### src/rtl/mem_port_arbiter.sv
// Shares one memory port between instruction fetch (I) and load/store (D).
// One outstanding transaction; D has priority with a streak guard for I, plus response timeout.
module mem_port_arbiter #(
  parameter int ADDR_W     = 32,
  parameter int DATA_W     = 32,
  parameter int TIMEOUT    = 16,
  parameter int MAX_STREAK = 4
) (
  input  logic                clk,
  input  logic                rst,
  input  logic                i_req,
  input  logic [ADDR_W-1:0]   i_addr,
  output logic                i_gnt,
  output logic                i_rvalid,
  output logic [DATA_W-1:0]   i_rdata,
  output logic                i_err,
  input  logic                d_req,
  input  logic                d_we,
  input  logic [DATA_W/8-1:0] d_be,
  input  logic [ADDR_W-1:0]   d_addr,
  input  logic [DATA_W-1:0]   d_wdata,
  output logic                d_gnt,
  output logic                d_rvalid,
  output logic [DATA_W-1:0]   d_rdata,
  output logic                d_err,
  output logic                m_req,
  output logic                m_we,
  output logic [DATA_W/8-1:0] m_be,
  output logic [ADDR_W-1:0]   m_addr,
  output logic [DATA_W-1:0]   m_wdata,
  input  logic                m_rvalid,
  input  logic [DATA_W-1:0]   m_rdata
);

  localparam int CNT_W = (TIMEOUT > 2) ? $clog2(TIMEOUT) : 1;
  localparam int STK_W = $clog2(MAX_STREAK + 1);
  localparam logic [CNT_W-1:0] CNT_LAST = CNT_W'(TIMEOUT - 1);
  localparam logic [STK_W-1:0] STK_MAX  = STK_W'(MAX_STREAK);

  // The busy state doubles as the owner of the outstanding transaction.
  typedef enum logic [1:0] {
    IDLE   = 2'd0,
    BUSY_I = 2'd1,
    BUSY_D = 2'd2
  } state_t;

  state_t           state_q, state_d;
  logic [CNT_W-1:0] cnt_q, cnt_d;
  logic [STK_W-1:0] streak_q, streak_d;
  logic             pick_i;

  always_ff @(posedge clk) begin
    if (rst) begin
      state_q  <= IDLE;
      cnt_q    <= '0;
      streak_q <= '0;
    end else begin
      state_q  <= state_d;
      cnt_q    <= cnt_d;
      streak_q <= streak_d;
    end
  end

  always_comb begin
    state_d  = state_q;
    cnt_d    = cnt_q;
    streak_d = streak_q;
    pick_i   = 1'b0;
    i_gnt    = 1'b0;
    i_rvalid = 1'b0;
    i_rdata  = '0;
    i_err    = 1'b0;
    d_gnt    = 1'b0;
    d_rvalid = 1'b0;
    d_rdata  = '0;
    d_err    = 1'b0;
    m_req    = 1'b0;
    m_we     = 1'b0;
    m_be     = '0;
    m_addr   = '0;
    m_wdata  = '0;

    if (!rst) begin
      unique case (state_q)
        IDLE: begin
          if (i_req || d_req) begin
            pick_i = i_req && (!d_req || (streak_q == STK_MAX));
            m_req  = 1'b1;
            cnt_d  = '0;
            if (pick_i) begin
              i_gnt    = 1'b1;
              m_be     = '1;
              m_addr   = i_addr;
              streak_d = '0;
              state_d  = BUSY_I;
            end else begin
              d_gnt   = 1'b1;
              m_we    = d_we;
              m_be    = d_be;
              m_addr  = d_addr;
              m_wdata = d_wdata;
              state_d = BUSY_D;
              // Only D wins over a waiting I, so the streak counts I's wait.
              if (!i_req)
                streak_d = '0;
              else if (streak_q != STK_MAX)
                streak_d = streak_q + 1'b1;
            end
          end
        end
        BUSY_I: begin
          if (m_rvalid) begin
            i_rvalid = 1'b1;
            i_rdata  = m_rdata;
            state_d  = IDLE;
          end else if (cnt_q == CNT_LAST) begin
            i_rvalid = 1'b1;
            i_err    = 1'b1;
            state_d  = IDLE;
          end else begin
            cnt_d = cnt_q + 1'b1;
          end
        end
        BUSY_D: begin
          if (m_rvalid) begin
            d_rvalid = 1'b1;
            d_rdata  = m_rdata;
            state_d  = IDLE;
          end else if (cnt_q == CNT_LAST) begin
            d_rvalid = 1'b1;
            d_err    = 1'b1;
            state_d  = IDLE;
          end else begin
            cnt_d = cnt_q + 1'b1;
          end
        end
        default: state_d = IDLE;
      endcase
    end
  end

endmodule

### config.mk
export PLATFORM = sky130hd
export DESIGN_NAME = mem_port_arbiter
export DESIGN_NICKNAME = d
export VERILOG_FILES = /design/src/rtl/mem_port_arbiter.sv
export SDC_FILE = /design/constraint.sdc
export NUM_CORES = 1
export LEC_CHECK = 0
export CORE_AREA = 2 2 109 111
export DETAILED_ROUTE_END_ITERATION = 6
export DIE_AREA = 0 0 111 113
export HOLD_SLACK_MARGIN = 0.12
export SLEW_MARGIN = 25
export SYNTH_ARGS = -nofsm -noshare
export SYNTH_HDL_FRONTEND = slang
export SYNTH_SLANG_ARGS = --single-unit
### constraint.sdc
create_clock -name clk -period 2.68 [get_ports clk]
set_clock_uncertainty 0.2 [all_clocks]
set_input_delay 0.804 -clock clk [delete_from_list [all_inputs] [get_ports clk]]
set_output_delay 0.804 -clock clk [all_outputs]
set_load 0.02 [all_outputs]
==> impl_metrics.yaml <==
floorplanning:
  core-area_sq_mm: 0.0113
  die-area_sq_mm: 0.0125
  fp.dieH_microns: 113
  pin_count: 278
  start_util_pct: 16.6
  num_rows: 39
  die_w_microns: 111
logic_synthesis:
  synth-edff-count: 0
  synth_top_area_share_pct: 13.8
  ys.flop_type: "dfxtp_1"
  syn_nets: 487
  async_flop_share_pct: 0
  seq_area_frac_synth_pct: 9.61
  avgSynthCellArea_sq_um: 5.47
  synth_area_leader_cell: "nor2_1"
  ys_ff_latch: 9
  synthTopCellsByArea: "nor2_1, and2_1, dfxtp_1, a21oi_1, nand3_1"
  synth.distinct_cells: 39
  ys_warn_count: 0
  synth_area_sq_mm: 0.00188
  syn_inst: 343
critical_path:
  crit_buf_inv: 5
  cp_slowest_cell: "a21bo_4"
  start_kind: "primary input"
  path_max_fanout: 8
  critPathMaxStageDelay_ps: 200
  crit_type: "primary input to output pin"
  critPathTopFamily: "buffers and inverters"
  cp_cell_sequence: "buf_8 > buf_6 > a21bo_4 > buf_12 > buf_12 > nand3_4 > a21oi_2 > buf_4"
  worstSetupEndpointType: "output pin"
  crit_arrival_ps: 1920
  cp_common_cell: "buf_12"
  cp.required_ps: 1680
drt:
  wl_per_cell_microns: 18.5
  drt.antenna.violating_nets: 0
  via_per_inst: 4.77
  first_pass_iters: 4
  drtIter0Drc: 130
  drc: 0
  drt-total-wl_mm: 15.3
  vias: 3940
cts:
  insertion_delay_ps: 240
  htreeDepth: 1
  clock-root-buffer: "clkbuf_16"
  cts_made_buffers: 3
  cts_sinks: 9
  cts_buffer_depth: 2
  cts_hold_buf: 0
  cts_tree: "yes"
  path_clk_slew_ps: 40
sta:
  timing.final.hold_violations: 0
  setup_viol: 127
  hold_slack_ps: 308
  final.period_utilization_pct: 109
  timing.final.crit_period_ps: 2930
  relSlewSlack_pct: 70.0
  worst_pin_slew_ps: 439
  layout_setup_ws_ps: -247
  rsz0062_at_grt: "true"
  timing.fmax_mhz: 342
  drv_slew: 0
global_route:
  grt_pass1_wl_mm: 21.9
  grt_max_degree: 20
  overflow: 0
  grt_antenna_before_repair: 0
  grt_use_total_pct: 21.3
  grt_pass1_vias: 4162
pwr:
  p_per_area_mw_per_mm2: 227
  p_leak_nw: 2.96
  ir_worst_vdd_mv: 0.240
placement:
  place.gp.congestion: 0.837
  place_hpwl_mm: 8.84
  dp.cells: 767
  port_buffers: 277
run_status:
  status: "complete, but fails checks"
  failed_checks: "negative setup slack"
cells_and_area:
  fillers: 805
  final_cells: 826
  area_delta_synth_final_pct: 311
  layout_common_cells: "buf_6, clkdlybuf4s50_1, nor2_4, buf_4, and2_4"
  final_common_cell: "buf_6"
  num_antenna_cells: 0
  finalNetCount: 828
  drive_gt1_share_pct: 66.3
run:
  maxCapViolations: 0
worst_hold_path:
  hold_class: "flip-flop to flip-flop"
-- Yosys cell counts, drive strengths merged (2+ instances only) --
library cell  number
nor2              69
nand2             37
a21oi             35
o21ai             35
and2              34
nand3             33
clkbuf            28
dfxtp              9
buf                7
inv                7
ha                 6
nand2b             6
a31oi              5
o21a               4
nand4              3
o32ai              3
nand3b             2
nand4b             2
nor3               2
nor3b              2
-- layout make-up --
| type | count | area, sq um | share of cell area [%] |
|---|---|---|---|
| Multi-Input combinational cell | 292 | 2880 | 37.3 |
| Sequential cell | 9 | 180 | 2.34 |
| Inverter | 7 | 37.5 | 0.487 |
| Timing Repair Buffer | 371 | 4360 | 56.5 |
| Clock buffer | 4 | 78.8 | 1.02 |
| Tap cell | 143 | 179 | 2.32 |
-- flip-flops by register name, indices dropped and copies added, names as in the netlist --
register and count:
state_q 2, cnt_q 4, streak_q 3
-- tightest hold or removal path, cell delays in order (launching register included) --
cell and delay, ps:
dfxtp_1 330, nand2b_1 80, o2bb2ai_1 50
-- report_power, final --
part	switching, mW	total (mW)	internal (mW)
Clock	0.0725	0.272	0.200
Sequential	0.00362	0.144	0.141
Combinational	0.609	1.34	0.728
Total	0.685	1.75	1.07
-- through the flow --
stage               power (mW)  area (sq um)  utilization [%]  setup slack [ps]  setup TNS, ps
global route              1.83          7710             68.4              -270         -21410
floorplan                0.529          2090                -             -32.6           -693
global placement          1.01          5270             46.8             -1050        -136660
CTS                       1.62          6950             61.7              -219         -15630
detailed placement        1.01          5270             46.8             -1050        -136190
finish                    1.75          7710             68.4              -247         -16710
-- routing by layer --
layer  GRT usage [%]  vias to the layer above  routed length (microns)
met5               0                        -                        0
met4            5.92                        0                      307
met3            4.82                       24                     1140
met2            40.7                      196                     8380
met1            23.6                     1862                     5420
li1                -                     1858                        -
-- path summary, 6_finish.rpt --
path | cells after the start | endpoint | slack, ps | start
worst min-delay path | 2 | cnt_q[1]$_SDFFE_PP0P_ | 310 | cnt_q[1]$_SDFFE_PP0P_
worst min register to register | 2 | cnt_q[1]$_SDFFE_PP0P_ | 310 | cnt_q[1]$_SDFFE_PP0P_
worst max register to register | 9 | state_q[1]$_SDFFE_PP0P_ | 730 | streak_q[0]$_SDFFE_PP0P_
worst max-delay path | 8 | m_addr[16] | -250 | d_req
-- cell families (layout without fill, tap and decap cells) --
| kind of cell | count (synthesis) | in the layout | share of synthesized area, % |
|---|---|---|---|
| AO/OA/AOI/OAI | 88 | 88 | 26.2 |
| AND/OR/NAND/NOR | 198 | 198 | 51.3 |
| adder cells (fa/ha/maj) | 6 | 6 | 4.00 |
| flip-flops | 9 | 9 | 9.61 |
| buffers and inverters | 42 | 382 | 8.87 |
-- what timing repair did --
item	in CTS	in global routing
hold endpoints to repair	0	0
setup buffers	27	9
pin swaps	65	90
gates resized for setup	1037	179
endpoints found under the setup margin	140	140
gates cloned	20	5
Power figures use the tool's default switching activity.
